File: src/rtl/md_pkg.sv
// Shared encodings for the HI/LO multiply/divide block: op codes, divide FSM states
// and the default operand width / divide step count.
package md_pkg;

    localparam int MD_WIDTH     = 32;
    localparam int MD_DIV_STEPS = MD_WIDTH;

    typedef enum logic [2:0] {
        MD_MULT  = 3'd0,
        MD_MULTU = 3'd1,
        MD_DIV   = 3'd2,
        MD_DIVU  = 3'd3,
        MD_MTHI  = 3'd4,
        MD_MTLO  = 3'd5
    } md_op_e;

    typedef enum logic [1:0] {
        S_IDLE = 2'd0,
        S_RUN  = 2'd1,
        S_FIX  = 2'd2
    } md_state_e;

endpackage

File: src/rtl/div_core.sv
// Iterative unsigned restoring divider: one quotient bit per clock, WIDTH steps after start.
// done is high during the cycle whose closing edge performs the final step.
module div_core
    import md_pkg::*;
#(
    parameter int WIDTH = MD_WIDTH
) (
    input  logic             clk,
    input  logic             reset,
    input  logic             start,
    input  logic [WIDTH-1:0] dividend,
    input  logic [WIDTH-1:0] divisor,
    output logic [WIDTH-1:0] quotient,
    output logic [WIDTH-1:0] remainder,
    output logic             done
);

    localparam int CNT_W = $clog2(WIDTH);

    logic [WIDTH-1:0] rem_q, rem_d;
    logic [WIDTH-1:0] quo_q, quo_d;
    logic [WIDTH-1:0] dvs_q, dvs_d;
    logic [CNT_W-1:0] cnt_q, cnt_d;
    logic             run_q, run_d;
    logic [WIDTH:0]   shifted;
    logic [WIDTH-1:0] trial;

    always_comb begin
        rem_d   = rem_q;
        quo_d   = quo_q;
        dvs_d   = dvs_q;
        cnt_d   = cnt_q;
        run_d   = run_q;
        shifted = {rem_q, quo_q[WIDTH-1]};
        // The difference always fits WIDTH bits whenever the subtract is taken.
        trial   = shifted[WIDTH-1:0] - dvs_q;
        if (start) begin
            rem_d = '0;
            quo_d = dividend;
            dvs_d = divisor;
            cnt_d = CNT_W'(WIDTH - 1);
            run_d = 1'b1;
        end else if (run_q) begin
            if (shifted >= {1'b0, dvs_q}) begin
                rem_d = trial;
                quo_d = {quo_q[WIDTH-2:0], 1'b1};
            end else begin
                rem_d = shifted[WIDTH-1:0];
                quo_d = {quo_q[WIDTH-2:0], 1'b0};
            end
            if (cnt_q == '0) begin
                run_d = 1'b0;
            end else begin
                cnt_d = cnt_q - CNT_W'(1);
            end
        end
    end

    always_ff @(posedge clk) begin
        if (reset) begin
            rem_q <= '0;
            quo_q <= '0;
            dvs_q <= '0;
            cnt_q <= '0;
            run_q <= 1'b0;
        end else begin
            rem_q <= rem_d;
            quo_q <= quo_d;
            dvs_q <= dvs_d;
            cnt_q <= cnt_d;
            run_q <= run_d;
        end
    end

    assign quotient  = quo_q;
    assign remainder = rem_q;
    assign done      = run_q && (cnt_q == '0);

endmodule

File: src/rtl/hilo_unit.sv
// HI/LO register block: captures multiplier products, services MTHI/MTLO and sequences
// signed/unsigned divides through div_core with a sign fix-up cycle before write-back.
module hilo_unit
    import md_pkg::*;
#(
    parameter int WIDTH = MD_WIDTH
) (
    input  logic               clk,
    input  logic               reset,
    input  logic               op_valid,
    input  logic [2:0]         op,
    input  logic [WIDTH-1:0]   rs_val,
    input  logic [WIDTH-1:0]   rt_val,
    input  logic [2*WIDTH-1:0] mul_prod,
    output logic               op_ready,
    output logic               busy,
    output logic [WIDTH-1:0]   hi,
    output logic [WIDTH-1:0]   lo
);

    md_state_e        state_q, state_d;
    logic [WIDTH-1:0] hi_q, hi_d;
    logic [WIDTH-1:0] lo_q, lo_d;
    logic [WIDTH-1:0] rs_q, rs_d;
    logic             quo_neg_q, quo_neg_d;
    logic             rem_neg_q, rem_neg_d;
    logic             div0_q, div0_d;

    logic             accept;
    logic             div_start;
    logic [WIDTH-1:0] dvd_mag;
    logic [WIDTH-1:0] dvs_mag;
    logic [WIDTH-1:0] quotient;
    logic [WIDTH-1:0] remainder;
    logic             div_done;

    div_core #(.WIDTH(WIDTH)) u_div_core (
        .clk       (clk),
        .reset     (reset),
        .start     (div_start),
        .dividend  (dvd_mag),
        .divisor   (dvs_mag),
        .quotient  (quotient),
        .remainder (remainder),
        .done      (div_done)
    );

    assign busy     = (state_q != S_IDLE);
    assign op_ready = ~busy;
    assign accept   = op_valid && op_ready;

    always_comb begin
        state_d   = state_q;
        hi_d      = hi_q;
        lo_d      = lo_q;
        rs_d      = rs_q;
        quo_neg_d = quo_neg_q;
        rem_neg_d = rem_neg_q;
        div0_d    = div0_q;
        div_start = 1'b0;
        dvd_mag   = rs_val;
        dvs_mag   = rt_val;

        case (state_q)
            S_IDLE: begin
                if (accept) begin
                    case (op)
                        MD_MULT, MD_MULTU: {hi_d, lo_d} = mul_prod;
                        MD_MTHI:           hi_d = rs_val;
                        MD_MTLO:           lo_d = rs_val;
                        MD_DIV, MD_DIVU: begin
                            // Negating 0x80..0 yields 0x80..0, which is the correct unsigned magnitude.
                            if (op == MD_DIV) begin
                                dvd_mag   = rs_val[WIDTH-1] ? -rs_val : rs_val;
                                dvs_mag   = rt_val[WIDTH-1] ? -rt_val : rt_val;
                                quo_neg_d = rs_val[WIDTH-1] ^ rt_val[WIDTH-1];
                                rem_neg_d = rs_val[WIDTH-1];
                            end else begin
                                quo_neg_d = 1'b0;
                                rem_neg_d = 1'b0;
                            end
                            rs_d      = rs_val;
                            div0_d    = (rt_val == '0);
                            div_start = 1'b1;
                            state_d   = S_RUN;
                        end
                        default: ;
                    endcase
                end
            end
            S_RUN: begin
                if (div_done) begin
                    state_d = S_FIX;
                end
            end
            S_FIX: begin
                if (div0_q) begin
                    lo_d = '1;
                    hi_d = rs_q;
                end else begin
                    lo_d = quo_neg_q ? -quotient : quotient;
                    hi_d = rem_neg_q ? -remainder : remainder;
                end
                state_d = S_IDLE;
            end
            default: state_d = S_IDLE;
        endcase
    end

    always_ff @(posedge clk) begin
        if (reset) begin
            state_q   <= S_IDLE;
            hi_q      <= '0;
            lo_q      <= '0;
            rs_q      <= '0;
            quo_neg_q <= 1'b0;
            rem_neg_q <= 1'b0;
            div0_q    <= 1'b0;
        end else begin
            state_q   <= state_d;
            hi_q      <= hi_d;
            lo_q      <= lo_d;
            rs_q      <= rs_d;
            quo_neg_q <= quo_neg_d;
            rem_neg_q <= rem_neg_d;
            div0_q    <= div0_d;
        end
    end

    assign hi = hi_q;
    assign lo = lo_q;

endmodule

File: config.mk
export PLATFORM = sky130hd
export DESIGN_NAME = hilo_unit
export DESIGN_NICKNAME = d
export VERILOG_FILES = /design/src/rtl/md_pkg.sv /design/src/rtl/div_core.sv /design/src/rtl/hilo_unit.sv
export SDC_FILE = /design/constraint.sdc
export NUM_CORES = 1
export LEC_CHECK = 0
export ABC_AREA = 1
export CAP_MARGIN = 20
export CORE_MARGIN = 4
export CORE_UTILIZATION = 40
export DETAILED_ROUTE_END_ITERATION = 10
export HOLD_SLACK_MARGIN = 0.03
export PLACE_DENSITY = 0.59
export SLEW_MARGIN = 20
export SYNTH_ARGS = -nofsm -noshare
export SYNTH_HDL_FRONTEND = slang
export SYNTH_HIERARCHICAL = 1
export SYNTH_SLANG_ARGS = --single-unit
File: constraint.sdc
create_clock -name clk -period 3.05 [get_ports clk]
set_input_delay 0.61 -clock clk [delete_from_list [all_inputs] [get_ports clk]]
set_output_delay 0.61 -clock clk [all_outputs]
set_load 0.05 [all_outputs]
==> results.md <==
* Worst-Margin Slew at 0.770 ns
* Fin. Hold Viols at 0
* Crit share post-route at 0.863
* H-tree depth at 1
* Leakage power at 9.01 nW
* Rows at ~70
* Max VDD drop at ~360 uV
* Reg2reg end: u_div_core/remainder[20]$_SDFFE_PP0P_
* Register area share after synthesis at 0.263
* Critical Path Sink: u_div_core/remainder[20]$_SDFFE_PP0P_
* # IOs at 200
* Post-CTS Resized at 0
* Post-placement setup slack at 0.0322 ns
* Worst setup EP type: flip-flop
* Synth area leader: dfxtp_1
* Sequential cell area at 4060 um2
* Commonest non-fill, non-tap cell in the layout: nand2_1
* Tightest Hold Check Type: reg2reg
* Critical Path RT at between 3 and 4 ns
* Die ar. at 41800 um2
* Worst Skew at approximately 0.018 ns
* DPL Wire Length at around 50000 um
* CTS tree: yes
* Die extent in y at 204 um
* Status: complete, no violations
* DRT antenna net count at 0
* Worst relative slew slack at 0.486
* CTS max path bufs at 3
* Clock slew at reported path FFs at 0.07 ns
* Multi-input logic area at 9420 um2
* Skew-Pair Late Insertion Delay at between 0.5 and 0.6 ns
* Yosys warns at 6
* Num CTS Buffers at 25
* Crit path time final at around 2.6 ns
* Final net count at 2962
* Max cap viols at 0
* Critical path arrival at 3.11 ns
* Post-synth top flop: dfxtp_1
* DRC at 0
* Wire per inst at 19.1 um
* Syn nets at approximately 2.8k
* Gate Count Post-Synth at 2581
* Worst reg-to-reg setup slack at 0.42 ns
* WS Path Type: reg2reg
* Startpoint types: flip-flop
* Syn avg cell area at 5.98 um2
* Async S/R FF share, synth at 0
* Vias in the first global route at ~16k
* Critical path launch point: u_div_core/quotient[31]$_SDFFE_PP0P_
* Cell Pwr Density at 484 nW/um2
* WL final at 63400 um
* CP max FO at 3
* GR Overflow Total at 0
* RSZ-0062 raised after global routing: false
* Starting Density at 0.408
* F_max at 0.380 GHz
* Drt via density at ~5.3
* EDFF count, synth at 0
* First-pass GRT wire length at 95200 um
* Synth top area cells: dfxtp_1 (26%), nand2_1 (16%), inv_1 (9.1%)
* Top cell type's share of synthesized area at 0.263
* Number of max-slew violations in the final report at 0
* Largest net degree at the start of global routing at slightly above 80
* DR vias at 17.7k
* Tot GR Track Use at 0.290
* Final number of setup-violating endpoints at 0
* TritonCTS Sinks at 203
* CTS root buffer: clkbuf_16
* Hold Buf Count CTS at 0
* Proportion of layout cells with a drive suffix above 1 at 0.0706
* Sum Neg Setup Slack at 0 ns
* DIE WIDTH at 204 um
* 1st-pass router iterations at 5
* Setup ws final at 0.419 ns
* Most frequent cells in the layout: nand2_1 (643), inv_1 (371), nor2_1 (257)
* Worst R2R Start: u_div_core/quotient[31]$_SDFFE_PP0P_
* Layout area overhead at 25.0%
* R2r worst-path depth at 14
* Port buffer count at just under 200
* Yosys reg bits at about 200
* Fillers at between 3k and 4k
* Post-CTS Setup Repair Bufs at 0
* Library cells used by synthesis at 53
* Initial antenna violation count at 2
* Synthesized cell area at 15400 um2
* DR iter-0 viols at 1647
* GPL Wtd Cong at 0.937
* Core Box Area at ~38000 um2
[worst max-delay path, stage by stage, from the launching register on]
cell and delay [ns]:
dfxtp_1 0.47, inv_1 0.14, ha_1 0.27, fa_1 0.41, inv_1 0.11, nand3_1 0.07
nand3_1 0.17, nand3_1 0.10, nand3_1 0.19, nand2_1 0.13, nand3b_1 0.10, nand2_1 0.09
nand2_1 0.07, nand3_1 0.10, a21oi_1 0.14
[synth_stat cells, types with 2 or more instances]
cell / count
o31ai_1: 4
nor2_2: 9
buf_4: 2
and2_1: 4
clkinv_1: 4
nand2_2: 10
o211ai_1: 24
buf_2: 16
o21ai_0: 230
dfxtp_1: 203
nand3_2: 3
nor2_4: 7
nor3_1: 56
xnor2_1: 24
a31oi_1: 10
nand3b_1: 14
nand4_1: 37
o21ai_2: 2
or2_2: 3
clkbuf_1: 82
a21oi_1: 219
inv_2: 15
o21bai_1: 6
xor2_1: 59
o22ai_1: 3
buf_6: 6
nand2_4: 2
nand3_1: 145
buf_1: 8
a31oi_2: 2
nor4_1: 4
ha_1: 38
inv_1: 372
nand2_1: 643
nor3_4: 2
o21ai_1: 8
nor2_1: 257
o221ai_1: 33
[state kept, by name (all words and copies together) (netlist names)]
register / cells
rem_neg_q: 1
u_div_core/cnt_q: 5
rs_q: 32
hi: 32
quo_neg_q: 1
state_q: 2
div0_q: 1
u_div_core/remainder: 32
u_div_core/quotient: 32
u_div_core/run_q: 1
u_div_core/dvs_q: 32
lo: 32
[worst min-delay path by stage]
stage / from / end / slack [ns] / cells after the start
floorplan: rs_q[11]$_SDFFE_PP0P_ / rs_q[11]$_SDFFE_PP0P_ / 0.43 / 2
global placement: u_div_core/cnt_q[1]$_SDFFE_PP0P_ / u_div_core/cnt_q[1]$_SDFFE_PP0P_ / 0.45 / 2
detailed placement: u_div_core/cnt_q[1]$_SDFFE_PP0P_ / u_div_core/cnt_q[1]$_SDFFE_PP0P_ / 0.45 / 2
CTS: u_div_core/cnt_q[1]$_SDFFE_PP0P_ / u_div_core/cnt_q[1]$_SDFFE_PP0P_ / 0.46 / 2
global route: lo[4]$_SDFFE_PP0P_ / lo[4]$_SDFFE_PP0P_ / 0.49 / 2
finish: lo[13]$_SDFFE_PP0P_ / lo[13]$_SDFFE_PP0P_ / 0.46 / 2
[kinds of logic (layout without fill, tap and decap cells)]
family                     after synthesis  after routing  synth area share
adders and majority gates               39             39            0.0321
DFF                                    203            203             0.263
other                                    0              2                 0
AOI/OAI and AO/OA                      549            549             0.196
buffers and inverters                  505            730             0.128
and+or+nand+nor                       1202           1202             0.333
xor gates and xnor gates                83             83            0.0471
[report_power, final]
group / switching (mW) / internal, mW / leakage [nW] / total, mW
combinational: 2.15 / 1.11 / 6.96 / 3.26
clock: 1.26 / 1.86 / 0.395 / 3.12
sequential: 0.148 / 2.82 / 1.66 / 2.97
[metal layers]
| layer | routed length (um) | GRT usage | vias to the layer above |
|---|---|---|---|
| met5 | 0 | 0 | - |
| met4 | 2140 | 0.0847 | 0 |
| met3 | 3750 | 0.0327 | 97 |
| met2 | 28600 | 0.468 | 609 |
| met1 | 28900 | 0.410 | 8225 |
| li1 | - | - | 8742 |
[stage by stage]
stage | instance area [um2] | std cells | utilization | power [mW] | hold slack, ns
5_1_grt | 19300 | 3319 | 0.510 | 9.83 | 0.489
3_5_place_dp | 18400 | 3273 | 0.487 | 6.24 | 0.450
4_1_cts | 19300 | 3317 | 0.509 | 9.37 | 0.459
6_report | 19300 | 3319 | 0.510 | 9.34 | 0.462
2_1_floorplan | 15400 | 2581 | - | 5.17 | 0.430
3_3_place_gp | 18400 | 3273 | 0.487 | 6.22 | 0.451
[layout make-up]
cell class	count	area share
clock inverter	9	0.00694
timing repair buffer	295	0.148
antenna	2	0.000260
tap	511	0.0332
multi-input combinational	1873	0.488
inverter	391	0.0761
clock buffer	35	0.0365
sequential	203	0.211
No activity file was read; power rests on OpenSTA's default activity.
